## config.mk

```make
export PLATFORM = sky130hd
export DESIGN_NAME = dmem_access_unit_flat
export DESIGN_NICKNAME = d
export VERILOG_FILES = /design/src/rtl/regfilemux.sv /design/src/rtl/dmem_pkg.sv /design/src/rtl/dmem_access_unit_if.sv /design/src/rtl/dmem_load_aligner.sv /design/src/rtl/dmem_access_unit.sv /design/src/flat_wrapper.sv
export SDC_FILE = /design/constraint.sdc
export NUM_CORES = 1
export LEC_CHECK = 0
export ABC_CLOCK_PERIOD_IN_PS = 5750
export BUFFER_PORTS_ARGS = -buffer_cell sky130_fd_sc_hd__buf_2
export CAP_MARGIN = 20
export CORE_MARGIN = 4
export CORE_UTILIZATION = 52
export CTS_BUF_LIST = sky130_fd_sc_hd__clkbuf_4
export DETAILED_ROUTE_END_ITERATION = 10
export MAX_ROUTING_LAYER = met4
export PLACE_DENSITY = 0.84
export SLEW_MARGIN = 20
export SYNTH_ARGS = -nofsm -noshare
export SYNTH_HDL_FRONTEND = slang
export SYNTH_SLANG_ARGS = --single-unit
```

## constraint.sdc

```tcl
create_clock -name clk -period 5.75 [get_ports clk]
set_clock_uncertainty 0.1 [all_clocks]
set_input_delay 0.8625 -clock clk [delete_from_list [all_inputs] [get_ports clk]]
set_output_delay 0.8625 -clock clk [all_outputs]
set_load 0.02 [all_outputs]
```

## src/rtl/regfilemux.sv

```systemverilog
// regfilemux: writeback mux select encodings shared by the MEM stage
package regfilemux;
  typedef enum logic [3:0] {
    alu_out, br_en, u_imm, lw, pc_plus4, lb, lbu, lh, lhu
  } regfilemux_sel_t;
endpackage

```

## src/rtl/dmem_pkg.sv

```systemverilog
// dmem_pkg: state/width types and lane helpers for the MEM-stage load/store unit
package dmem_pkg;
  typedef enum logic [1:0] {IDLE, ACCESS, DONE} dmem_state_t;
  typedef enum logic [1:0] {W_BYTE, W_HALF, W_WORD} mem_width_t;
  localparam logic [2:0] F3_SB = 3'b000;
  localparam logic [2:0] F3_SH = 3'b001;
  localparam logic [2:0] F3_SW = 3'b010;
  function automatic mem_width_t load_width(regfilemux::regfilemux_sel_t sel);
    return (sel == regfilemux::lb || sel == regfilemux::lbu) ? W_BYTE :
           (sel == regfilemux::lh || sel == regfilemux::lhu) ? W_HALF : W_WORD;
  endfunction
  function automatic mem_width_t store_width(logic [2:0] f3);
    return f3 == F3_SB ? W_BYTE : f3 == F3_SH ? W_HALF : W_WORD;
  endfunction
  function automatic logic is_misaligned(mem_width_t w, logic [1:0] off);
    return (w == W_HALF && off[0]) || (w == W_WORD && off != 2'b00);
  endfunction
  function automatic logic [3:0] byte_en(mem_width_t w, logic [1:0] off);
    return w == W_BYTE ? 4'b0001 << off : w == W_HALF ? 4'b0011 << {off[1], 1'b0} : 4'b1111;
  endfunction
  function automatic logic [31:0] replicate(mem_width_t w, logic [31:0] d);
    return w == W_BYTE ? {4{d[7:0]}} : w == W_HALF ? {2{d[15:0]}} : d;
  endfunction
endpackage

```

## src/rtl/dmem_access_unit_if.sv

```systemverilog
// dmem_access_unit_if: EX/MEM request, data-cache bus and pipeline response signals
interface dmem_access_unit_if;
  logic                        req_valid, req_load, req_store;
  logic [2:0]                  funct3;
  regfilemux::regfilemux_sel_t load_sel;
  logic [31:0]                 addr, store_data;
  logic                        dmem_read, dmem_write;
  logic [31:0]                 dmem_address, dmem_wdata;
  logic [3:0]                  dmem_byte_enable;
  logic                        dmem_resp;
  logic [31:0]                 dmem_rdata;
  logic                        stall, load_valid, misaligned, timeout_err;
  logic [31:0]                 load_data;
  modport slave (
    input  req_valid, req_load, req_store, funct3, load_sel, addr, store_data, dmem_resp, dmem_rdata,
    output dmem_read, dmem_write, dmem_address, dmem_wdata, dmem_byte_enable,
           stall, load_data, load_valid, misaligned, timeout_err
  );
  modport master (
    output req_valid, req_load, req_store, funct3, load_sel, addr, store_data, dmem_resp, dmem_rdata,
    input  dmem_read, dmem_write, dmem_address, dmem_wdata, dmem_byte_enable,
           stall, load_data, load_valid, misaligned, timeout_err
  );
endinterface

```

## src/rtl/dmem_load_aligner.sv

```systemverilog
// dmem_load_aligner: selects and extends the loaded byte/half/word from a cache word
module dmem_load_aligner (
  input  logic [31:0]                 i_rdata,
  input  logic [1:0]                  i_off,
  input  regfilemux::regfilemux_sel_t i_sel,
  output logic [31:0]                 o_data
);
  logic [7:0]  w_byte;
  logic [15:0] w_half;
  always_comb begin
    w_byte = i_rdata[{i_off, 3'b000} +: 8];
    w_half = i_off[1] ? i_rdata[31:16] : i_rdata[15:0];
    o_data = (i_sel == regfilemux::lb)  ? {{24{w_byte[7]}}, w_byte} :
             (i_sel == regfilemux::lbu) ? {24'b0, w_byte} :
             (i_sel == regfilemux::lh)  ? {{16{w_half[15]}}, w_half} :
             (i_sel == regfilemux::lhu) ? {16'b0, w_half} : i_rdata;
  end
endmodule

```

## src/rtl/dmem_access_unit.sv

```systemverilog
// dmem_access_unit: MEM-stage load/store FSM driving one data-cache transaction per request
module dmem_access_unit
  import dmem_pkg::*;
#(
  parameter int TIMEOUT_CYCLES = 0,
  parameter int TO_CNT_W       = 16
) (
  input logic               clk,
  input logic               rst,
  dmem_access_unit_if.slave bus
);
  localparam logic [TO_CNT_W-1:0] TO_LAST = TO_CNT_W'(TIMEOUT_CYCLES - 1);
  dmem_state_t                 r_state;
  logic                        r_read, r_write, r_is_load, r_timeout_err;
  logic [31:0]                 r_address, r_wdata, r_load_data;
  logic [3:0]                  r_be;
  logic [1:0]                  r_off;
  regfilemux::regfilemux_sel_t r_sel;
  logic [TO_CNT_W-1:0]         r_cnt;
  mem_width_t                  w_width;
  logic                        w_req, w_mis, w_go;
  logic [31:0]                 w_aligned;
  // a request with both load and store set is handled as a load
  assign w_width = bus.req_load ? load_width(bus.load_sel) : store_width(bus.funct3);
  assign w_req   = !rst && r_state == IDLE && bus.req_valid && (bus.req_load || bus.req_store);
  assign w_mis   = w_req && is_misaligned(w_width, bus.addr[1:0]);
  assign w_go    = w_req && !w_mis;
  dmem_load_aligner u_align (
    .i_rdata (bus.dmem_rdata),
    .i_off   (r_off),
    .i_sel   (r_sel),
    .o_data  (w_aligned)
  );
  always_ff @(posedge clk or posedge rst) begin
    if (rst) begin
      r_state       <= IDLE;
      r_read        <= 1'b0;
      r_write       <= 1'b0;
      r_is_load     <= 1'b0;
      r_timeout_err <= 1'b0;
      r_address     <= '0;
      r_wdata       <= '0;
      r_load_data   <= '0;
      r_be          <= '0;
      r_off         <= '0;
      r_sel         <= regfilemux::alu_out;
      r_cnt         <= '0;
    end else begin
      unique case (r_state)
        IDLE: if (w_go) begin
          r_state   <= ACCESS;
          r_read    <= bus.req_load;
          r_write   <= !bus.req_load;
          r_is_load <= bus.req_load;
          r_address <= {bus.addr[31:2], 2'b00};
          r_be      <= byte_en(w_width, bus.addr[1:0]);
          r_wdata   <= bus.req_load ? 32'b0 : replicate(w_width, bus.store_data);
          r_off     <= bus.addr[1:0];
          r_sel     <= bus.load_sel;
          r_cnt     <= '0;
        end
        ACCESS: begin
          if (r_cnt != '1) r_cnt <= r_cnt + 1'b1;
          // the flag marks the cycle the count reaches the limit without a response
          if (TIMEOUT_CYCLES != 0 && !bus.dmem_resp && r_cnt >= TO_LAST) r_timeout_err <= 1'b1;
          if (bus.dmem_resp) begin
            r_state <= DONE;
            r_read  <= 1'b0;
            r_write <= 1'b0;
            if (r_is_load) r_load_data <= w_aligned;
          end
        end
        DONE:    r_state <= IDLE;
        default: r_state <= IDLE;
      endcase
    end
  end
  assign bus.dmem_read        = r_read;
  assign bus.dmem_write       = r_write;
  assign bus.dmem_address     = r_address;
  assign bus.dmem_wdata       = r_wdata;
  assign bus.dmem_byte_enable = r_be;
  assign bus.stall            = w_go || r_state == ACCESS;
  assign bus.misaligned       = w_mis;
  assign bus.load_valid       = r_state == DONE && r_is_load;
  assign bus.load_data        = r_load_data;
  assign bus.timeout_err      = r_timeout_err;
endmodule

```

## src/flat_wrapper.sv

```systemverilog
// flat-port wrapper written by rule: the top's interface ports become plain ports
module dmem_access_unit_flat import dmem_pkg::*;
#(
  parameter int TIMEOUT_CYCLES = 0,
  parameter int TO_CNT_W       = 16
)
  (clk, rst, bus_req_valid, bus_req_load, bus_req_store, bus_funct3, bus_load_sel, bus_addr, bus_store_data, bus_dmem_resp, bus_dmem_rdata, bus_dmem_read, bus_dmem_write, bus_dmem_address, bus_dmem_wdata, bus_dmem_byte_enable, bus_stall, bus_load_data, bus_load_valid, bus_misaligned, bus_timeout_err);
  dmem_access_unit_if bus_i ();
  input logic clk;
  input logic rst;
  input wire logic [$bits(bus_i.req_valid)-1:0] bus_req_valid;
  input wire logic [$bits(bus_i.req_load)-1:0] bus_req_load;
  input wire logic [$bits(bus_i.req_store)-1:0] bus_req_store;
  input wire logic [$bits(bus_i.funct3)-1:0] bus_funct3;
  input wire logic [$bits(bus_i.load_sel)-1:0] bus_load_sel;
  input wire logic [$bits(bus_i.addr)-1:0] bus_addr;
  input wire logic [$bits(bus_i.store_data)-1:0] bus_store_data;
  input wire logic [$bits(bus_i.dmem_resp)-1:0] bus_dmem_resp;
  input wire logic [$bits(bus_i.dmem_rdata)-1:0] bus_dmem_rdata;
  output wire logic [$bits(bus_i.dmem_read)-1:0] bus_dmem_read;
  output wire logic [$bits(bus_i.dmem_write)-1:0] bus_dmem_write;
  output wire logic [$bits(bus_i.dmem_address)-1:0] bus_dmem_address;
  output wire logic [$bits(bus_i.dmem_wdata)-1:0] bus_dmem_wdata;
  output wire logic [$bits(bus_i.dmem_byte_enable)-1:0] bus_dmem_byte_enable;
  output wire logic [$bits(bus_i.stall)-1:0] bus_stall;
  output wire logic [$bits(bus_i.load_data)-1:0] bus_load_data;
  output wire logic [$bits(bus_i.load_valid)-1:0] bus_load_valid;
  output wire logic [$bits(bus_i.misaligned)-1:0] bus_misaligned;
  output wire logic [$bits(bus_i.timeout_err)-1:0] bus_timeout_err;
  assign bus_i.req_valid = bus_req_valid;
  assign bus_i.req_load = bus_req_load;
  assign bus_i.req_store = bus_req_store;
  assign bus_i.funct3 = bus_funct3;
  assign bus_i.load_sel = bus_load_sel;
  assign bus_i.addr = bus_addr;
  assign bus_i.store_data = bus_store_data;
  assign bus_i.dmem_resp = bus_dmem_resp;
  assign bus_i.dmem_rdata = bus_dmem_rdata;
  assign bus_dmem_read = bus_i.dmem_read;
  assign bus_dmem_write = bus_i.dmem_write;
  assign bus_dmem_address = bus_i.dmem_address;
  assign bus_dmem_wdata = bus_i.dmem_wdata;
  assign bus_dmem_byte_enable = bus_i.dmem_byte_enable;
  assign bus_stall = bus_i.stall;
  assign bus_load_data = bus_i.load_data;
  assign bus_load_valid = bus_i.load_valid;
  assign bus_misaligned = bus_i.misaligned;
  assign bus_timeout_err = bus_i.timeout_err;
  dmem_access_unit #(.TIMEOUT_CYCLES(TIMEOUT_CYCLES), .TO_CNT_W(TO_CNT_W)) u_core (.clk(clk), .rst(rst), .bus(bus_i));
endmodule
```

---- After elaboration in Yosys (flattened, before gate mapping) ----
Index checks and enable logic that the tools add are counted.
word-level totals
  output and inout bits ................... 106
  input port bits ......................... 109
  register bits ........................... 109
  memories kept ........................... 0
  latch bits .............................. 0
  logic and storage cells ................. 76
  ROM bits ................................ 0
  bits in writable memories ............... 0
cells by class
  bitwise logic cells ..................... 0
  add/subtract/negate cells ............... 0
  multiplexer cells ....................... 23
  eq/ne operators ......................... 15
  reductions and logical operators ........ 25
  $lt $le $gt $ge ......................... 0
  div/mod/pow operators ................... 0
  shift operators ......................... 3
  $mul .................................... 0
operator list
  operator                                                               count
  32-bit two-way mux                                                     7
  32-bit by 6-bit variable part select with 8-bit output                 1
  4-bit by 3-bit equality test with 1-bit output, second input constant  6
  16-bit two-way mux                                                     1
  2-bit two-way mux                                                      7
  4-bit equality test, second input constant                             2
  1-bit logical AND                                                      8
  4-bit two-way mux                                                      2
  3-bit AND reduction                                                    2
  1-bit logical OR                                                       5
  2-bit by 1-bit equality test with 1-bit output, second input constant  2
  2-bit equality test, second input constant                             2
  2-bit zero test                                                        2
  1-bit one-hot mux with 2 select lines                                  2
  2-bit one-hot mux with 2 select lines                                  1
  2-bit AND reduction                                                    2
  2-bit nonzero test                                                     2
  1-bit by 2-bit << shifter with 4-bit output, first input constant      1
  2-bit by 2-bit << shifter with 4-bit output, first input constant      1
  3-bit by 1-bit equality test with 1-bit output, second input constant  1
  1-bit zero test                                                        3
  3-bit zero test                                                        1
  1-bit two-way mux                                                      3
  2-bit by 1-bit != test with 1-bit output, second input constant        1
  2-bit != test, second input constant                                   1

---- Depth between registers and ports, before layout ----
  depth in word-level cells ............... 13
  depth in mapped cells ................... 8
  mapped depth without buffers ............ 5

---- Cells and area by module ----
A second synthesis with hierarchy kept.
second synthesis, totals
  cell total of the unflattened synthesis .. 519
  area, all modules ....................... 5,904.4 um^2
modules (own cells, without submodules)
  module             area each (um^2)  cells an instance  times used  sequential area each (um^2)
  dmem_access_unit   4,793.3           368                1           2,727.6
  dmem_load_aligner  1,111.1           151                1           0.0

---- Worst setup path before layout ----
Ideal clock, no wire load.
  path type ............................... in2out
  start point ............................. in bus_req_load
  end point ............................... out bus_stall
  arrival time ............................ 2.200 ns
  slack ................................... 2.587 ns
  required time ........................... 4.788 ns
  cell stages on the path ................. 7
  buffers on the path ..................... 3
  cell sequence ........................... buf_2 -> or2_1 -> nand2_1 -> a2bb2oi_4 -> buf_6 -> buf_4 -> nand2_1
on the way
  word-level cells in the longest chain between the ends .. 8
  elaborated cells on any way between the ends .. 12
  those cells by class .................... eq/ne: 2; mux: 1; reduce/logical: 9
RTL lines
  element                                                                                       line                    source
  start: declaration                                                                            flat_wrapper.sv:12      input wire logic [$bits(bus_i.req_load)-1:0] bus_req_load;
  2-bit two-way mux                                                                             dmem_access_unit.sv:24  assign w_width = bus.req_load ? load_width(bus.load_sel) : store_width(bus.funct3);
  2-bit by 1-bit equality test with 1-bit output / 2-bit equality test (equally long branches)  dmem_pkg.sv:16          return (w == W_HALF && off[0]) || (w == W_WORD && off != 2'b00);
  1-bit logical AND                                                                             dmem_pkg.sv:16
  1-bit logical OR                                                                              dmem_pkg.sv:16
  1-bit logical AND                                                                             dmem_access_unit.sv:26  assign w_mis = w_req && is_misaligned(w_width, bus.addr[1:0]);
  1-bit zero test                                                                               dmem_access_unit.sv:27  assign w_go = w_req && !w_mis;
  1-bit logical AND *                                                                           dmem_access_unit.sv:27
  1-bit logical OR *                                                                            dmem_access_unit.sv:83  assign bus.stall = w_go || r_state == ACCESS;
  end: declaration                                                                              flat_wrapper.sv:25      output wire logic [$bits(bus_i.stall)-1:0] bus_stall;
Every way passes the cells marked *; elsewhere a longest branch is shown, timed or not.

---- Final worst setup path ----
Ends and elaborated chain as after synthesis.

==> results.cfg <==
[grt]
grt_max_degree = 79
antenna_found_initial = 1
grt_overflow = 0
grt_usage_pct = 24.97
grt_pass1_vias = 4743
grt_pass1_wl_um = 24530

[power_and_ir_drop]
p_comb_share_pct = 42.7
power_frac_seq_pct = 43.2
power.density_nw_per_um2 = 416.9
total_leakage_power_nw = 3.479
irDropWorstVdd_v = 0.0002516
swShare_pct = 40.14
switchingPower_w = 0.001128
cell_internal_pwr_w = 0.001682
p_clk_share_pct = 14.1

[route]
drc = 0
ant_nets = 0
routed_wirelength_um = 15150
vias_per_cell = 5.781
wl_per_cell_um = 18.43
first_pass_iters = 5
first_iter_violations = 473
num_vias = 4752

[clock_network]
clock_sinks = 109
cts.path.max_buffers = 2
cts_max_level = 3
postCtsHoldBufs = 0
cts-buffers-inserted = 9
cts.clk_slew.worst_paths_ns = 0.17
cts_root_buffer = clkbuf_4
clkLatencyLatePin_ns = 0.44
cts_resized = 0
cts_tree = yes
cts_setup_buffers = 0

[sta]
rsz0062_at_grt = no
finalHoldViolCount = 0
setup-tns-final_ns = 0
fin_ws_ns = 1.854
tightest_slew_ns = 0.9731
final-setup-viol-count = 0
fmax_ghz = 0.2567
whs_ns = 0.4011
slew_headroom_pct = 35.13
period_needed_ns = 3.896
fin_crit_sh_pct = 67.75
final-max-slew-violation-count = 0

[setup_path]
cp_common_cell = buf_2
cp_max_fo = 46
worstSetupPathType = primary input to primary output
path_buf_inv = 2
crit_chain = buf_2, o32a_1, a2bb2oi_4, nand2_1, buf_2
crit_arrival_ns = 2.93
reg2reg_from = u_core.r_state[1]
crit_family = compound AO/OA/AOI/OAI gates
crit_path_top_delay_cell = a2bb2oi_4
worstPathRequired_ns = 4.79
cp-start-kind = primary input
r2r_end = u_core.bus.dmem_address[8]
reg2reg_slack_ns = 2.82
worstRegToRegCells = 5
cp_slowest_stage_delay_ns = 0.73
crit_path_end_kind = primary output

[logic_synthesis]
syn_inst = 490
yosys_warnings = 1
netlist_area_um2 = 5542
yosysTopAreaCell = dfrtp_1
syn_avg_cell_area_um2 = 11.31
synth_seq_cells = 109
synth_top_cell_area_share_pct = 49.22
ys_top_cells_by_area = dfrtp_1, mux2_4, mux2i_1, nand2_1, o21ai_0
ys_types = 55
ys.flop_type = dfrtp_1
seq_area_frac_synth_pct = 49.22
synth_edf_count = 0
ys_async_sr_fraction_pct = 100.0

[die]
row_count = 37
die_width_um = 111.2
io_pins = 215
die_h_um = 111.2
start_util_pct = 53.44
dieArea_um2 = 12370
core_um2 = 10370

[final_layout]
drive_above_1_share_pct = 42.48
multiInputGateArea_um2 = 2595
seqCellArea_um2 = 2728
mostFrequentLayoutCell = buf_2
final_cell_mix = buf_2, dfrtp_1, nand2_1, o21ai_0, mux2_4
fin_cells = 822
nets = 789
nFillCells = 832
final_core_utilization_pct = 65.01
syn2layout_area_growth_pct = 21.65

[placement]
port_buffers = 211
dp_cells = 805
gp_congestion = 0.9200
pre_cts_ws_ns = 1.682
dp_hpwl_um = 11340

[hold_path]
min-delay-start = u_core.bus.dmem_wdata[8]
min_path_cells = 2
hold_path.class = flop to flop
min_to = u_core.bus.dmem_wdata[8]

[run]
cap_violations = 0

[outcome]
status = complete, no violations
worst max path at each step:
stage	startpoint	end	slack [ns]	cells after the start
global placement	bus_req_load	u_core.bus.dmem_address[19]	1.78	5
finish	bus_req_load	bus_stall	1.85	5
detailed placement	bus_req_load	u_core.bus.dmem_address[7]	1.68	5
global route	bus_req_load	bus_stall	1.67	5
CTS	bus_req_load	bus_stall	1.89	5
floorplan	rst	u_core.bus.dmem_address[10]	1.91	1
power groups by stage:
stage	sequential, W	combinational (W)	clock, W
CTS	0.00121	0.00121	0.000410
floorplan	0.00151	0.000494	0
detailed placement	0.00122	0.00121	0
global route	0.00125	0.00128	0.000442
finish	0.00121	0.00120	0.000397
global placement	0.00122	0.00117	0
registers in the layout, indices dropped and copies added, names as in the netlist:
signal                       flops
u_core.bus.dmem_byte_enable      4
u_core.r_is_load                 1
u_core.bus.dmem_address         30
u_core.bus.dmem_wdata           32
u_core.bus.dmem_write            1
u_core.bus.load_data            32
u_core.bus.dmem_read             1
u_core.r_sel                     4
u_core.r_off                     2
u_core.r_state                   2
logic make-up (layout without fill, tap and decap cells):
group	after synthesis	count (layout)	share of synthesized area, %
compound gates	143	143	17.45
xor+xnor	2	2	0.3162
buf+inv	42	235	4.086
flops	109	109	49.22
mux	74	74	18.36
other cells	1	4	0.06767
simple gates	119	119	10.50
cells in the mapped netlist, types with 3 or more instances:
| cell type | instances |
|---|---|
| nand2b_1 | 11 |
| a21oi_1 | 19 |
| mux2i_1 | 30 |
| and3_1 | 3 |
| o21ai_1 | 8 |
| buf_2 | 13 |
| o31ai_1 | 18 |
| a31oi_1 | 9 |
| o31ai_2 | 4 |
| nor2b_1 | 4 |
| o21ai_0 | 42 |
| nand3_1 | 12 |
| mux4_2 | 8 |
| clkbuf_1 | 13 |
| nand2_1 | 56 |
| nor2_1 | 18 |
| dfrtp_1 | 109 |
| buf_4 | 6 |
| buf_6 | 4 |
| o21a_1 | 17 |
| inv_1 | 4 |
| a22oi_1 | 8 |
| mux2_4 | 35 |
per-stage QoR:
stage | area [um^2] | power, W
after floorplan | 5549 | 0.002001
after global placement | 6593 | 0.002388
after detailed placement | 6593 | 0.002434
after CTS | 6739 | 0.002830
after global routing | 6741 | 0.002974
final | 6741 | 0.002811
layout make-up:
class	count	share of cell area, %
flip-flops and latches	109	40.46
multi-input cells	341	38.49
repair buffers	214	16.00
well taps	136	2.524
clock buffers	10	1.114
clock inverters	6	1.058
inverters	5	0.3155
diodes	1	0.03712
layer usage:
layer,track usage (%),routed length [um],vias up
met5,-,0,-
met1,31.75,5979,2313
li1,-,-,2147
met2,41.54,7663,268
met3,4.312,1249,24
met4,6.894,257,0
worst reg2reg max path: cells and delay by family (launching register included):
kind / cells / cell delay (ns)
buffers and inverters: 1 / 0.84
flip-flops: 1 / 0.44
multiplexers: 1 / 0.42
AO/OA/AOI/OAI: 1 / 0.74
AND/OR/NAND/NOR: 2 / 0.30
No activity file was read; power rests on OpenSTA's default activity.
